**src/rtl/conv_pkg.sv**
```systemverilog
// Shared definitions for the convolution slice: memory geometry and the
// loader state type. Also used by img_controller and the testbenches.
package conv_pkg;

  localparam int IMG_AW       = 10;
  localparam int IMG_DEPTH    = 1024;
  localparam int W_AW         = 8;
  localparam int W_DEPTH      = 256;
  localparam int DW           = 8;
  localparam int START_CYCLES = 5;

  typedef enum logic [2:0] {
    ST_IDLE,
    ST_LOAD_W,
    ST_LOAD_IMG,
    ST_START,
    ST_WAIT_DONE
  } loader_state_t;

  function automatic int max_int(input int a, input int b);
    return (a > b) ? a : b;
  endfunction

endpackage

```
**src/rtl/bram_wr_port.sv**
```systemverilog
// Registered BRAM port-A write driver: a handshake in one cycle becomes a
// single-cycle enable/write strobe with address and data in the next cycle.
module bram_wr_port #(
  parameter int AW = 8,
  parameter int DW = 8
) (
  input  logic          clk,
  input  logic          rst_n,
  input  logic          wr,
  input  logic [AW-1:0] addr,
  input  logic [DW-1:0] data,
  output logic          ena,
  output logic          wea,
  output logic [AW-1:0] addra,
  output logic [DW-1:0] dina
);

  // Strobe for one cycle per accepted byte; address/data hold between writes.
  always_ff @(posedge clk or negedge rst_n) begin
    if (!rst_n) begin
      ena   <= 1'b0;
      wea   <= 1'b0;
      addra <= '0;
      dina  <= '0;
    end else begin
      ena <= wr;
      wea <= wr;
      if (wr) begin
        addra <= addr;
        dina  <= data;
      end
    end
  end

endmodule

```
**src/rtl/conv_input_loader.sv**
```systemverilog
// Stream loader: fills the weight BRAM, then the image BRAM, from a
// valid/ready byte stream, then launches img_controller and waits for done.
module conv_input_loader #(
  parameter int IMG_AW       = conv_pkg::IMG_AW,
  parameter int IMG_DEPTH    = conv_pkg::IMG_DEPTH,
  parameter int W_AW         = conv_pkg::W_AW,
  parameter int W_DEPTH      = conv_pkg::W_DEPTH,
  parameter int DW           = conv_pkg::DW,
  parameter int START_CYCLES = conv_pkg::START_CYCLES
) (
  input  logic              clk,
  input  logic              rst_n,
  input  logic              load_req,
  input  logic              s_valid,
  output logic              s_ready,
  input  logic [DW-1:0]     s_data,
  output logic              w_ena,
  output logic              w_wea,
  output logic [W_AW-1:0]   w_addra,
  output logic [DW-1:0]     w_dina,
  output logic              img_ena,
  output logic              img_wea,
  output logic [IMG_AW-1:0] img_addra,
  output logic [DW-1:0]     img_dina,
  output logic              start,
  input  logic              done,
  output logic              busy,
  output logic              frame_done
);

  import conv_pkg::*;

  localparam int CNT_W = max_int(IMG_AW, W_AW) + 1;
  localparam int SC_W  = $clog2(START_CYCLES + 1);

  loader_state_t    state, state_next;
  logic [CNT_W-1:0] cnt, cnt_next;
  logic [SC_W-1:0]  sc_cnt, sc_cnt_next;
  logic             frame_done_next;
  logic             hs;
  logic             w_wr;
  logic             img_wr;

  assign s_ready = (state == ST_LOAD_W) || (state == ST_LOAD_IMG);
  assign hs      = s_valid & s_ready;
  assign w_wr    = hs && (state == ST_LOAD_W);
  assign img_wr  = hs && (state == ST_LOAD_IMG);
  assign busy    = (state != ST_IDLE);
  // The first START cycle drains the final image strobe, so start is held
  // off for it and the controller never sees an uncommitted byte.
  assign start   = (state == ST_START) && (sc_cnt != '0);

  // State, beat counter, start-pulse counter and the frame_done pulse.
  always_ff @(posedge clk or negedge rst_n) begin
    if (!rst_n) begin
      state      <= ST_IDLE;
      cnt        <= '0;
      sc_cnt     <= '0;
      frame_done <= 1'b0;
    end else begin
      state      <= state_next;
      cnt        <= cnt_next;
      sc_cnt     <= sc_cnt_next;
      frame_done <= frame_done_next;
    end
  end

  // Next-state logic: weights then image, start pulse, then wait for done.
  always_comb begin
    state_next      = state;
    cnt_next        = cnt;
    sc_cnt_next     = sc_cnt;
    frame_done_next = 1'b0;
    case (state)
      ST_IDLE: begin
        if (load_req) begin
          state_next = ST_LOAD_W;
          cnt_next   = '0;
        end
      end
      ST_LOAD_W: begin
        if (hs) begin
          if (cnt == CNT_W'(W_DEPTH - 1)) begin
            cnt_next   = '0;
            state_next = ST_LOAD_IMG;
          end else begin
            cnt_next = cnt + 1'b1;
          end
        end
      end
      ST_LOAD_IMG: begin
        if (hs) begin
          if (cnt == CNT_W'(IMG_DEPTH - 1)) begin
            cnt_next    = '0;
            sc_cnt_next = '0;
            state_next  = ST_START;
          end else begin
            cnt_next = cnt + 1'b1;
          end
        end
      end
      ST_START: begin
        if (sc_cnt == SC_W'(START_CYCLES)) begin
          sc_cnt_next = '0;
          state_next  = ST_WAIT_DONE;
        end else begin
          sc_cnt_next = sc_cnt + 1'b1;
        end
      end
      ST_WAIT_DONE: begin
        if (done) begin
          frame_done_next = 1'b1;
          state_next      = ST_IDLE;
        end
      end
      default: begin
        state_next = ST_IDLE;
      end
    endcase
  end

  bram_wr_port #(
    .AW (W_AW),
    .DW (DW)
  ) u_w_port (
    .clk   (clk),
    .rst_n (rst_n),
    .wr    (w_wr),
    .addr  (cnt[W_AW-1:0]),
    .data  (s_data),
    .ena   (w_ena),
    .wea   (w_wea),
    .addra (w_addra),
    .dina  (w_dina)
  );

  bram_wr_port #(
    .AW (IMG_AW),
    .DW (DW)
  ) u_img_port (
    .clk   (clk),
    .rst_n (rst_n),
    .wr    (img_wr),
    .addr  (cnt[IMG_AW-1:0]),
    .data  (s_data),
    .ena   (img_ena),
    .wea   (img_wea),
    .addra (img_addra),
    .dina  (img_dina)
  );

endmodule

```
**config.mk**
```make
export PLATFORM = sky130hd
export DESIGN_NAME = conv_input_loader
export DESIGN_NICKNAME = d
export VERILOG_FILES = /design/src/rtl/conv_pkg.sv /design/src/rtl/bram_wr_port.sv /design/src/rtl/conv_input_loader.sv
export SDC_FILE = /design/constraint.sdc
export NUM_CORES = 1
export LEC_CHECK = 0
export CAP_MARGIN = 0
export CORE_UTILIZATION = 40
export CTS_CLUSTER_DIAMETER = 80
export DETAILED_ROUTE_END_ITERATION = 8
export PLACE_DENSITY = 0.65
export SETUP_SLACK_MARGIN = 0.5
export SKIP_LAST_GASP = 1
export SLEW_MARGIN = 20
export SYNTH_ARGS = -nofsm -noshare
export SYNTH_HDL_FRONTEND = slang
export SYNTH_SLANG_ARGS = --single-unit
```
**constraint.sdc**
```tcl
create_clock -name clk -period 3.1 [get_ports clk]
set_clock_uncertainty 0.1 [all_clocks]
set_input_delay 0.62 -clock clk [delete_from_list [all_inputs] [get_ports clk]]
set_output_delay 0.62 -clock clk [all_outputs]
set_load 0.05 [all_outputs]
```
After elaboration in Yosys (flattened, before gate mapping)
Index checks and enable logic that the tools add are counted.
- logic and storage cells: 59
- input port bits: 13
- flip-flop bits (word level): 54
- output and inout port bits: 42
- bitwise gates (word level): 1
- equal/unequal tests: 14
- reduce and logical (&&, ||, !) cells: 12
- muxes and demuxes: 20
- add/sub/neg operators: 2
- operators with widths (operator ; number):
    two-way mux 11 bit ; 5
    one-hot mux 11 bit (3 select lines) ; 1
    two-way mux 3 bit ; 10
    one-hot mux 3 bit (5 select lines) ; 1
    adder 11 x 1 -> 11 bit, second input constant ; 1
    equality test 11 x 10 -> 1 bit, second input constant ; 1
    equality test 11 x 8 -> 1 bit, second input constant ; 1
    nonzero test 3 bit ; 3
    inequality test 2 bit, second input constant ; 4
    AND reduction 7 bit ; 1
    equality test 3 x 2 -> 1 bit, second input constant ; 2
    equality test 3 bit, second input constant ; 2
    inequality test 2 x 1 -> 1 bit, second input constant ; 3
    one-hot mux 3 bit (2 select lines) ; 1
    AND reduction 4 bit ; 1
    adder 3 x 1 -> 3 bit, second input constant ; 1
    equality test 3 x 1 -> 1 bit, second input constant ; 1
    logical AND 1 bit ; 3
    zero test 3 bit ; 1
    AND reduction 3 bit ; 1
    two-way mux 1 bit ; 2
    nonzero test 2 bit ; 1
    AND 1 bit ; 1
    logical OR 1 bit ; 1

Longest topological paths before layout
- depth in word-level cells: 5
- depth in mapped cells: 7
- gate-level depth less buffers: 5

Modules after synthesis
Synthesis repeated with hierarchy kept, for this count alone.
- cell total of the unflattened synthesis: 194
- area total of the unflattened synthesis: 2527.4 um^2
- by module, submodules not included (module ; instances ; cells an instance ; area each (um^2)):
    conv_input_loader ; 1 ; 118 ; 1091.0
    bram_wr_port (u_img_port) ; 1 ; 40 ; 754.5
    bram_wr_port (u_w_port) ; 1 ; 36 ; 681.9

Worst setup path before layout
No wires, ideal clock.
- path type: reg-to-output
- start point: register state[1]
- end point: output s_ready
- arrival time: 1373 ps
- path slack: 1007 ps
- stages on the path, launching flop included: 5
- required time: 2380 ps
- cell sequence: dfrtp_1 -> buf_6 -> or3b_1 -> buf_6 -> nand2_1
- cells in the longest elaborated chain, start to end: 2
- elaborated cells on any way between the ends: 3
- classes of those cells: eq/ne (2); reduce/logical (1)
- ends and longest elaborated chain (element ; RTL line ; text):
    start: declaration ; conv_input_loader.sv:36 ; loader_state_t state, state_next;
    start signal: assignment ; conv_input_loader.sv:61 ; state <= state_next;
    equality test 3 x 1 -> 1 bit / equality test 3 x 2 -> 1 bit (equally long branches) ; conv_input_loader.sv:44 ; assign s_ready = (state == ST_LOAD_W) || (state == ST_LOAD_IMG);
    logical OR 1 bit (*) ; conv_input_loader.sv:44 ;
    end: declaration ; conv_input_loader.sv:15 ; output logic s_ready,
Mark *: on every way between the ends. The rest lies on a longest branch, timed or not.

Worst setup path in the final report
- start point: register state[2]
- end point: output start
- cells in the longest elaborated chain, start to end: 2
- ends and longest elaborated chain (element ; RTL line ; text):
    equality test 3 x 2 -> 1 bit ; conv_input_loader.sv:51 ; assign start = (state == ST_START) && (sc_cnt != '0);
    logical AND 1 bit ; conv_input_loader.sv:51 ;
    end: declaration ; conv_input_loader.sv:25 ; output logic start,
No other way between the ends.

==> metrics <==
antenna-violating nets left=0; Overall Global Routing Usage=0.1753; Worst path top cell family by delay=flip-flops; worst setup path startpoint=state[2]; DR vias/cell=5.499; Worst Max-Slew Pin Slew=0.5278 ns; Area growth, synth to finish=25.62%; Mapped Cells=between 200 and 250; Reg power frac=0.332; WL final=approximately 5400 um; Post-synth EDFFs=0; commonest non-fill, non-tap cells in the layout=dfrtp_1, clkdlybuf4s50_1, mux2_2; Reg2Reg Launch Point=state[0]; port bufs=between 50 and 60; total negative slack=0 ns; # H-tree levels=2; total CTS buffers=5; worst r2r path cells=4; Die W=just over 80 um; Slew Limit Fails=0; Leak=approximately 1.4 nW; Critical Path RT=about 2.4 ns; crit end category=output pin; Die Y=~82 um; Hold WC Path Type=in2async; Critical Path AT=roughly 1.9 ns; Top-Level Pins=55; CP Depth=3; status=finished, final reports clean; Starting Density=0.4230; global-route wire length before repair=a little under 9000 um; crit path max fanout=17; TritonRoute pass-1 iters=4; n_diodes=0; routed len/inst=between 15 and 20 um; overall power=0.003477 W; Synthesized Nets=225; final net count=roughly 280; Setup crit end=start; global route total overflow=0; clk root buf=clkbuf_8; 1st-iter DRT viols=163; post-synth cell types=47; setup ws final=between 0.5 and 0.6 ns; vias in the first global route=around 1,800; Worst-path clk slew=0.10 ns; layout cells sized above 1=0.2214; f_max=between 0.3 and 0.4 GHz; CP peak stage delay=around 0.56 ns; post-layout util=0.5314; Post-Synthesis Cell Area=approximately 2600 um^2; flop2flop setup slack=between 0.9 and 1 ns; DRC errors left=0; routed via count=around 1,900; Setup Buffers After CTS=0; final hold violations=0; Buf+Inv Stages, Crit Path=1; power per cell area=approximately 1100 nW/um^2; Comb power frac=0.548; Rows=28; die area=about 6700 um^2; Reg-to-Reg End=cnt[8]; Crit Path Class=reg2out; TritonCTS clock tree=built; Final period util=0.8307; Mean Syn Cell Area=around 12 um^2; WHS=roughly 0.13 ns; CP Cell Sequence=nand3b_1 -> nor2_1 -> clkdlybuf4s15_1; multi-input gate area in the final layout=1089 um^2; #FFs+latches synth=54; maximum VDD drop=0.7363 mV; initial antenna violation count=0; # fillers=between 500 and 600; core box area=around 6100 um^2; worst rel slew slack=0.6470; commonest non-fill, non-tap cell in the layout=dfrtp_1; NetSw=between 0.0015 and 0.002 W; RSZ-0062 raised after global routing=true; Worst setup SP type=flip-flop; sequential cell area fraction in the yosys report=0.5271; Max-Cap Viols=0; Sw Ratio=0.4713; Clock Power Share=0.120; Pint=approximately 0.0018 W; Max clock buf depth=2; minimum clock period=about 2.6 ns; crit path max-delay cell type=dfrtp_1; Clock Latency Late Sink=around 0.31 ns; post-DP HPWL=around 3700 um; routability cong.=about 0.78; endpoints failing setup=0; Main synth FF type=dfrtp_1; Post-synth ARST share=1.000; Clock Sinks=54; pre-CTS setup slack=0.5664 ns; Synthesis Warnings=0; FF/Latch Area=1351 um^2; largest net degree at the start of global routing=22
[cell type report]
class / instances / area share
Sequential cell: 54 / 0.4196
Multi-Input combinational cell: 135 / 0.3380
Timing Repair Buffer: 59 / 0.1768
Clock inverter: 1 / 0.002720
Inverter: 6 / 0.006993
Clock buffer: 7 / 0.02681
Tap cell: 75 / 0.02914
[metrics by stage]
step / std cells / area, um^2
final: 337 / 3221
after global routing: 337 / 3221
after CTS: 337 / 3217
after detailed placement: 329 / 3124
after global placement: 329 / 3124
after floorplan: 211 / 2564
[worst min path at each step]
stage | end | slack, ns | cells after the start | startpoint
floorplan | cnt[0] | 0.22 | 0 | rst_n
global placement | u_w_port.addra[6] | 0.39 | 1 | u_w_port.addra[6]
detailed placement | u_img_port.addra[6] | 0.39 | 1 | u_img_port.addra[6]
CTS | state[2] | 0.14 | 1 | rst_n
global route | state[2] | 0.14 | 1 | rst_n
finish | state[1] | 0.13 | 1 | rst_n
[what timing repair did]
item / 4_1_cts / 5_1_grt
pin swaps: 0 / 0
endpoints found under the setup margin: 2 / 2
cloned: 0 / 0
hold buffers: 0 / 0
gates resized for setup: 2 / 2
[Yosys cell counts, types with 3 or more instances]
library cell	instances	area [um^2]
or3b_1	3	26.28
mux2_2	36	405.4
and3_1	3	18.77
nor3b_1	3	22.52
o21ai_0	9	45.04
a21oi_1	3	15.01
nand4_1	5	31.28
o2111ai_1	5	43.79
inv_1	6	22.52
clkbuf_1	3	11.26
nor3_1	7	35.03
nand3_1	6	30.03
buf_6	4	45.04
o2bb2ai_1	3	26.28
nor2_1	8	30.03
nand2_1	7	26.28
buf_2	7	35.03
dfrtp_1	54	1351
o211ai_1	4	30.03
[power groups by stage]
stage	Sequential (W)	Clock [W]	Combinational, W
after global routing	0.00120	0.000453	0.00202
after floorplan	0.00172	0	0.000822
after global placement	0.00116	0	0.00190
after CTS	0.00116	0.000432	0.00191
final	0.00116	0.000416	0.00190
after detailed placement	0.00117	0	0.00191
[flip-flops by register name, indices dropped and copies added, names as in the netlist]
register	flops
cnt	11
frame_done	1
sc_cnt	3
state	3
u_img_port.addra	10
u_img_port.dina	8
u_img_port.ena	1
u_w_port.addra	8
u_w_port.dina	8
u_w_port.ena	1
[cells by family (layout without fill, tap and decap cells)]
kind of cell    after synthesis  after routing  synth area share
flops                        54             54            0.5271
simple gates                 53             53            0.1210
compound gates               43             43            0.1308
buf+inv                      22             73           0.05026
fa+ha+maj                     1              1          0.004880
mux                          38             38            0.1659
[per-layer routing]
metal | GRT usage | up-vias | part of all wire
li1 | - | 879 | -
met1 | 0.2427 | 913 | 0.49
met2 | 0.2603 | 55 | 0.44
met3 | 0.05556 | 6 | 0.063
met4 | 0.05439 | 0 | 0.0099
met5 | 0 | - | 0
[worst reg2reg max path, delay by kind of cell (launching register included)]
kind | cells | cell delay (ns)
AO/OA/AOI/OAI | 2 | 0.68
flip-flops | 1 | 0.59
AND/OR/NAND/NOR | 2 | 0.67
No activity file was read; power rests on OpenSTA's default activity.
